## src/rtl/seq_div8.sv

```systemverilog
// rtl/seq_div8.sv - multi-cycle unsigned restoring divider with start/busy/done handshake
module seq_div8 #(
    parameter int WIDTH = 8
) (
    input  logic             clk,
    input  logic             rst,
    input  logic             start,
    input  logic [WIDTH-1:0] A,
    input  logic [WIDTH-1:0] B,
    output logic             busy,
    output logic             done,
    output logic [WIDTH-1:0] Q,
    output logic [WIDTH-1:0] R,
    output logic             DBZ
);
    localparam int CW = (WIDTH > 2) ? $clog2(WIDTH) : 1;

    typedef enum logic [1:0] {
        S_IDLE,
        S_RUN,
        S_DONE
    } state_t;

    state_t           r_state;
    state_t           w_state_next;
    logic [WIDTH-1:0] r_rem;
    logic [WIDTH-1:0] r_q;
    logic [WIDTH-1:0] r_b;
    logic [CW-1:0]    r_cnt;

    logic [WIDTH:0]   w_rem_shift;
    logic [WIDTH:0]   w_trial;
    logic             w_borrow;
    logic [WIDTH-1:0] w_rem_next;
    logic [WIDTH-1:0] w_q_next;
    logic             w_last;

    // A borrow out of the trial subtraction means the divisor did not fit: restore.
    assign w_rem_shift = {r_rem, r_q[WIDTH-1]};
    assign w_trial     = w_rem_shift - {1'b0, r_b};
    assign w_borrow    = w_trial[WIDTH];
    assign w_rem_next  = w_borrow ? w_rem_shift[WIDTH-1:0] : w_trial[WIDTH-1:0];
    assign w_q_next    = {r_q[WIDTH-2:0], ~w_borrow};
    assign w_last      = (r_cnt == CW'(WIDTH - 1));

    always_ff @(posedge clk) begin
        if (rst) begin
            r_state <= S_IDLE;
        end else begin
            r_state <= w_state_next;
        end
    end

    always_comb begin
        w_state_next = r_state;
        busy         = 1'b0;
        done         = 1'b0;
        case (r_state)
            S_IDLE: begin
                if (start) begin
                    w_state_next = (B != '0) ? S_RUN : S_DONE;
                end
            end
            S_RUN: begin
                busy = 1'b1;
                if (w_last) begin
                    w_state_next = S_DONE;
                end
            end
            S_DONE: begin
                done         = 1'b1;
                w_state_next = S_IDLE;
            end
            default: w_state_next = S_IDLE;
        endcase
    end

    // Q/R/DBZ are only touched on acceptance or completion so they hold through IDLE.
    always_ff @(posedge clk) begin
        if (rst) begin
            r_rem <= '0;
            r_q   <= '0;
            r_b   <= '0;
            r_cnt <= '0;
            Q     <= '0;
            R     <= '0;
            DBZ   <= 1'b0;
        end else begin
            case (r_state)
                S_IDLE: begin
                    if (start) begin
                        if (B != '0) begin
                            r_b   <= B;
                            r_q   <= A;
                            r_rem <= '0;
                            r_cnt <= '0;
                            DBZ   <= 1'b0;
                        end else begin
                            DBZ <= 1'b1;
                            Q   <= '1;
                            R   <= A;
                        end
                    end
                end
                S_RUN: begin
                    r_rem <= w_rem_next;
                    r_q   <= w_q_next;
                    r_cnt <= r_cnt + CW'(1);
                    if (w_last) begin
                        Q <= w_q_next;
                        R <= w_rem_next;
                    end
                end
                default: ;
            endcase
        end
    end
endmodule
```

## config.mk

```make
export PLATFORM = sky130hd
export DESIGN_NAME = seq_div8
export DESIGN_NICKNAME = d
export VERILOG_FILES = /design/src/rtl/seq_div8.sv
export SDC_FILE = /design/constraint.sdc
export NUM_CORES = 1
export LEC_CHECK = 0
export BUFFER_PORTS_ARGS = -buffer_cell sky130_fd_sc_hd__buf_4
export CORE_MARGIN = 1
export CORE_UTILIZATION = 51
export DETAILED_ROUTE_END_ITERATION = 10
export MAX_ROUTING_LAYER = met4
export PLACE_DENSITY_LB_ADDON = 0.05
export SETUP_SLACK_MARGIN = 0.4
export SYNTH_ARGS = -nofsm -noshare
export SYNTH_HDL_FRONTEND = slang
export SYNTH_SLANG_ARGS = --single-unit
```

## constraint.sdc

```tcl
create_clock -name clk -period 2.3 [get_ports clk]
set_clock_uncertainty 0.1 [all_clocks]
set_input_delay 0 -clock clk [delete_from_list [all_inputs] [get_ports clk]]
set_output_delay 0 -clock clk [all_outputs]
set_load 0.01 [all_outputs]
```

Word-level counts from Yosys, hierarchy flattened
Index checks and enable logic that the tools add are counted.

Add/subtract/negate cells: 2. Equal/unequal tests: 7. Multiplexer cells: 25. Bitwise logic cells: 1. Reductions and logical operators: 8.

Operators by type and width (count): 8-bit 2-to-1 mux (11); 8-bit one-hot mux with 2 select lines (4); 9-bit by 8-bit subtractor with 9-bit output (1); 2-bit != test, second input constant (4); 8-bit nonzero test (1); 2-bit 2-to-1 mux (3); 3-bit 2-to-1 mux (2); 3-bit one-hot mux with 2 select lines (1); 3-bit AND reduction (2); 2-bit one-hot mux with 2 select lines (1); 2-bit AND reduction (2); 4-bit AND reduction (1); 3-bit by 1-bit adder with 3-bit output, second input constant (1); 3-bit == test, second input constant (1); 1-bit 2-to-1 mux (3); 2-bit by 1-bit == test with 1-bit output, second input constant (1); 2-bit == test, second input constant (1); 2-bit logical NOT (1); 2-bit nonzero test (1); 1-bit NOT (1).

Bits in registers: 46. Input port bits: 19. Output and inout port bits: 19. Word-level logic and storage cells: 51.

Longest topological paths before layout
Word-level depth: 4. Gate-level depth with buffers: 10.

Least setup slack after synthesis
No wires, ideal clock.

Kind: reg-to-reg. From: register r_q[7]. To: register R[1]. Setup time: 69 ps. Arrival: 2281 ps. Setup slack: -150 ps. Cell stages (with the launch flop): 11. Period minus slack after synthesis: 2450 ps. Path through: dfxtp_1 > inv_1 > ha_1 > inv_1 > fa_1 > a211oi_1 > o211a_1 > o211a_1 > buf_2 > mux2_2 > o21ai_1.

Word-level cells in the longest chain between the ends: 4.

RTL lines: from (decl) (RTL line 27) `logic [WIDTH-1:0] r_q;`; from (signal assigned) (RTL line 107) `r_q <= w_q_next;`; 9-bit by 8-bit subtractor with 9-bit output (RTL line 40) `assign w_trial = w_rem_shift - {1'b0, r_b};`; 8-bit 2-to-1 mux (RTL line 42) `assign w_rem_next = w_borrow ? w_rem_shift[WIDTH-1:0] : w_trial[WIDTH-1:0];`; 8-bit 2-to-1 mux (RTL line 109) `if (w_last) begin`; 8-bit one-hot mux with 2 select lines (RTL line 89) `case (r_state)`; to (signal assigned) (RTL line 111) `R <= w_rem_next;`; to (decl) (RTL line 13) `output logic [WIDTH-1:0] R,`.

Every way passes these cells. The select of a mux whose other input is x is not followed. A chain may end at the register's enable or synchronous reset.

Worst setup path after layout
Same ends and word-level chain as after synthesis.

==> run summary <==
Worst slew pin tran -> 515 ps
Critical Path Fanout Max -> 6
Metal2 WL -> 3390 um
Mapped Cells -> 315
Max IR drop VDD -> 0.442 mV
Yosys cell types -> 52
Mapped Area -> 2560 sq um
Pwr/cell area -> 673 nW/um^2
Hold Violations, Final -> 0
Worst r2r path cells -> 10
CTS tree -> yes
Drt pass-1 iters -> 4
Register area share after synthesis -> 0.359
CTS sink cnt -> 46
Vias in the first global route -> 2397
Die width -> 72.9 um
Vias per cell -> 5.79
Max cap viols -> 0
Period utilisation layout -> 0.980
Fmax -> 0.443 GHz
WL met3 -> 247 um
Routed vias -> 2594
Critical path type -> register to register
I/O pin total -> 38
Grt total ovfl -> 0
Final Util -> 0.716
Syn_nets -> 345
Die ar. -> 5320 sq um
Core area -> 4790 sq um
Gp weighted congestion -> 0.852
Clock H-tree levels -> 2
Reg2reg start -> r_q[7]$_SDFFE_PP0P_
Layout cells sized above 1 -> 0.268
Initial core utilization -> 0.536
Setup violators final -> 0
CP arrival -> 2390 ps
Seq cells post-synth -> 46
Detail Route Antenna Nets -> 0
Post-synth EDFFs -> 0
YS warnings -> 0
Max-slew violation count -> 0
RR Endpoint -> R[1]$_SDFFE_PP0P_
Worst Setup SP -> r_q[7]$_SDFFE_PP0P_
Min Tclk post-route -> 2250 ps
CTS Buffer Depth -> 2
Commonest cells after routing, fill and taps aside -> buf_4, dfxtp_1, nor2_1
Worst setup EP type -> register
Largest net degree at the start of global routing -> 45
Critical path required time -> 2440 ps
GRT Overall Usage -> 0.290
Avg WL per Cell -> 15.3 um
Max transition margin -> 0.653
Clock Latency Late Sink -> 300 ps
Commonest non-fill, non-tap cell in the layout -> buf_4
Die Y -> 72.9 um
Ant diodes -> 0
Reg clk slew, reported paths -> 90 ps
Final WL -> 6870 um
I/O Buffers -> 37
Critical Path End -> R[1]$_SDFFE_PP0P_
Layout area overhead -> 33.6%
Initial antenna violation count -> 0
CTS root buf -> clkbuf_8
Metal1 wirelength -> 3120 um
Status -> completed
Leak pwr -> 1.34 nW
Fraction of registers with async set/reset -> 0
Top sig layer -> met4
RSZ-0062 raised after global routing -> yes
Worst R2R Setup Slack -> 50 ps
Final HPWL from detailed placement -> 4910 um
Row cnt -> 25
Synthesized area per cell -> 8.14 sq um
Final setup TNS -> 0 ps
Num CTS Buffers -> 5
Worst min path class -> input pin to register
Startpoint Class -> register
Global-route wire length before repair -> 11400 um
Filler Cell Count -> 391
Most used flip-flop cell after synthesis -> dfxtp_1
Nets -> 410
Initial DRC Count -> 108
DRC -> 0
==> cell usage after synthesis (2+ instances only) <==
master / instances / share of area
o211ai_1: 8 / 0.023
or4_1: 2 / 0.0059
o41ai_1: 5 / 0.017
clkbuf_1: 14 / 0.020
a22oi_1: 3 / 0.0088
a21oi_1: 21 / 0.041
nor4_1: 3 / 0.0073
mux2_2: 2 / 0.0088
a311oi_1: 7 / 0.024
nand3_1: 3 / 0.0059
nand2_1: 24 / 0.035
o211a_1: 2 / 0.0078
buf_6: 3 / 0.013
xnor2_1: 3 / 0.010
dfxtp_1: 46 / 0.36
a41oi_1: 5 / 0.017
ha_1: 10 / 0.049
buf_2: 5 / 0.0098
a32o_1: 2 / 0.0078
xor2_1: 2 / 0.0068
nor2b_1: 4 / 0.0098
mux2i_1: 4 / 0.016
o2111ai_1: 4 / 0.014
nor2_1: 40 / 0.059
a211oi_1: 10 / 0.029
a21o_1: 3 / 0.0088
nand2b_1: 3 / 0.0073
o21ai_0: 9 / 0.018
o2bb2ai_1: 4 / 0.014
or3_1: 5 / 0.012
o21ai_1: 3 / 0.0059
nand4_1: 2 / 0.0049
inv_1: 19 / 0.028
nor3_1: 17 / 0.033
==> flip-flops by register name (all words and copies together) (netlist names) <==
register,count
r_cnt,3
Q,8
r_b,8
r_rem,8
r_q,8
r_state,2
DBZ,1
R,8
==> stage by stage <==
stage / cell area [sq um] / hold WS, ps / power [W] / worst slack, ps / cells
6_report: 3430 / 43.2 / 0.00230 / 45.1 / 448
5_1_grt: 3430 / 49.6 / 0.00243 / -30.7 / 448
4_1_cts: 3370 / 26.7 / 0.00227 / 52.2 / 446
3_5_place_dp: 2990 / 154 / 0.00156 / 1.45 / 416
3_3_place_gp: 2990 / 141 / 0.00156 / 55.6 / 416
2_1_floorplan: 2610 / 38.6 / 0.00136 / 117 / 315
==> layout make-up <==
type | count | area (sq um) | share of cell area
Multi-Input combinational cell | 229 | 1590 | 0.464
Sequential cell | 46 | 925 | 0.270
Timing Repair Buffer | 79 | 646 | 0.188
Tap cell | 67 | 83.8 | 0.0245
Clock buffer | 6 | 72.6 | 0.0212
Inverter | 19 | 71.3 | 0.0208
Clock inverter | 2 | 37.5 | 0.0110
==> cell families after synthesis <==
logic type / share of synthesized area
xor gates and xnor gates: 0.0171
AOI/OAI and AO/OA: 0.274
buffers and inverters: 0.0712
muxes: 0.0244
DFF: 0.359
and+or+nand+nor: 0.198
adders and majority gates: 0.0566
==> critical path, cell delays in order, from the launching register on <==
cell	delay, ps
dfxtp_2	330
inv_2	60
ha_4	130
inv_2	30
fa_2	360
a211oi_4	250
o211a_1	220
o211a_1	220
buf_6	140
mux2_4	300
o21ai_2	50
==> worst min path at each step <==
stage | startpoint | end | slack [ps] | cells past startpoint
2_1_floorplan | B[2] | r_b[2]$_SDFFE_PP0P_ | 40 | 2
3_3_place_gp | B[4] | r_b[4]$_SDFFE_PP0P_ | 140 | 3
3_5_place_dp | B[2] | r_b[2]$_SDFFE_PP0P_ | 150 | 3
4_1_cts | rst | r_b[0]$_SDFFE_PP0P_ | 30 | 2
5_1_grt | rst | r_b[3]$_SDFFE_PP0P_ | 50 | 2
6_report | rst | r_b[2]$_SDFFE_PP0P_ | 40 | 2
==> timing repair <==
action | 4_1_cts | 5_1_grt
hold buffers | 15 | 0
cloned | 1 | 0
endpoints found under the setup margin | 25 | 25
buffers inserted | 6 | 2
resized for setup | 14 | 11
pin swaps | 18 | 9
endpoints found under the hold margin | 16 | 0
==> per-layer routing <==
layer,vias to the layer above,global-route usage
li1,1292,-
met1,1236,0.355
met5,-,-
met4,0,0.0828
met3,10,0.0483
met2,56,0.492
==> where the power goes <==
group | switching [W] | internal (W) | total (W)
clock | 0.000276 | 0.000324 | 0.000601
combinational | 0.000437 | 0.000393 | 0.000830
sequential | 0.0000367 | 0.000838 | 0.000874
Power figures use the tool's default switching activity.
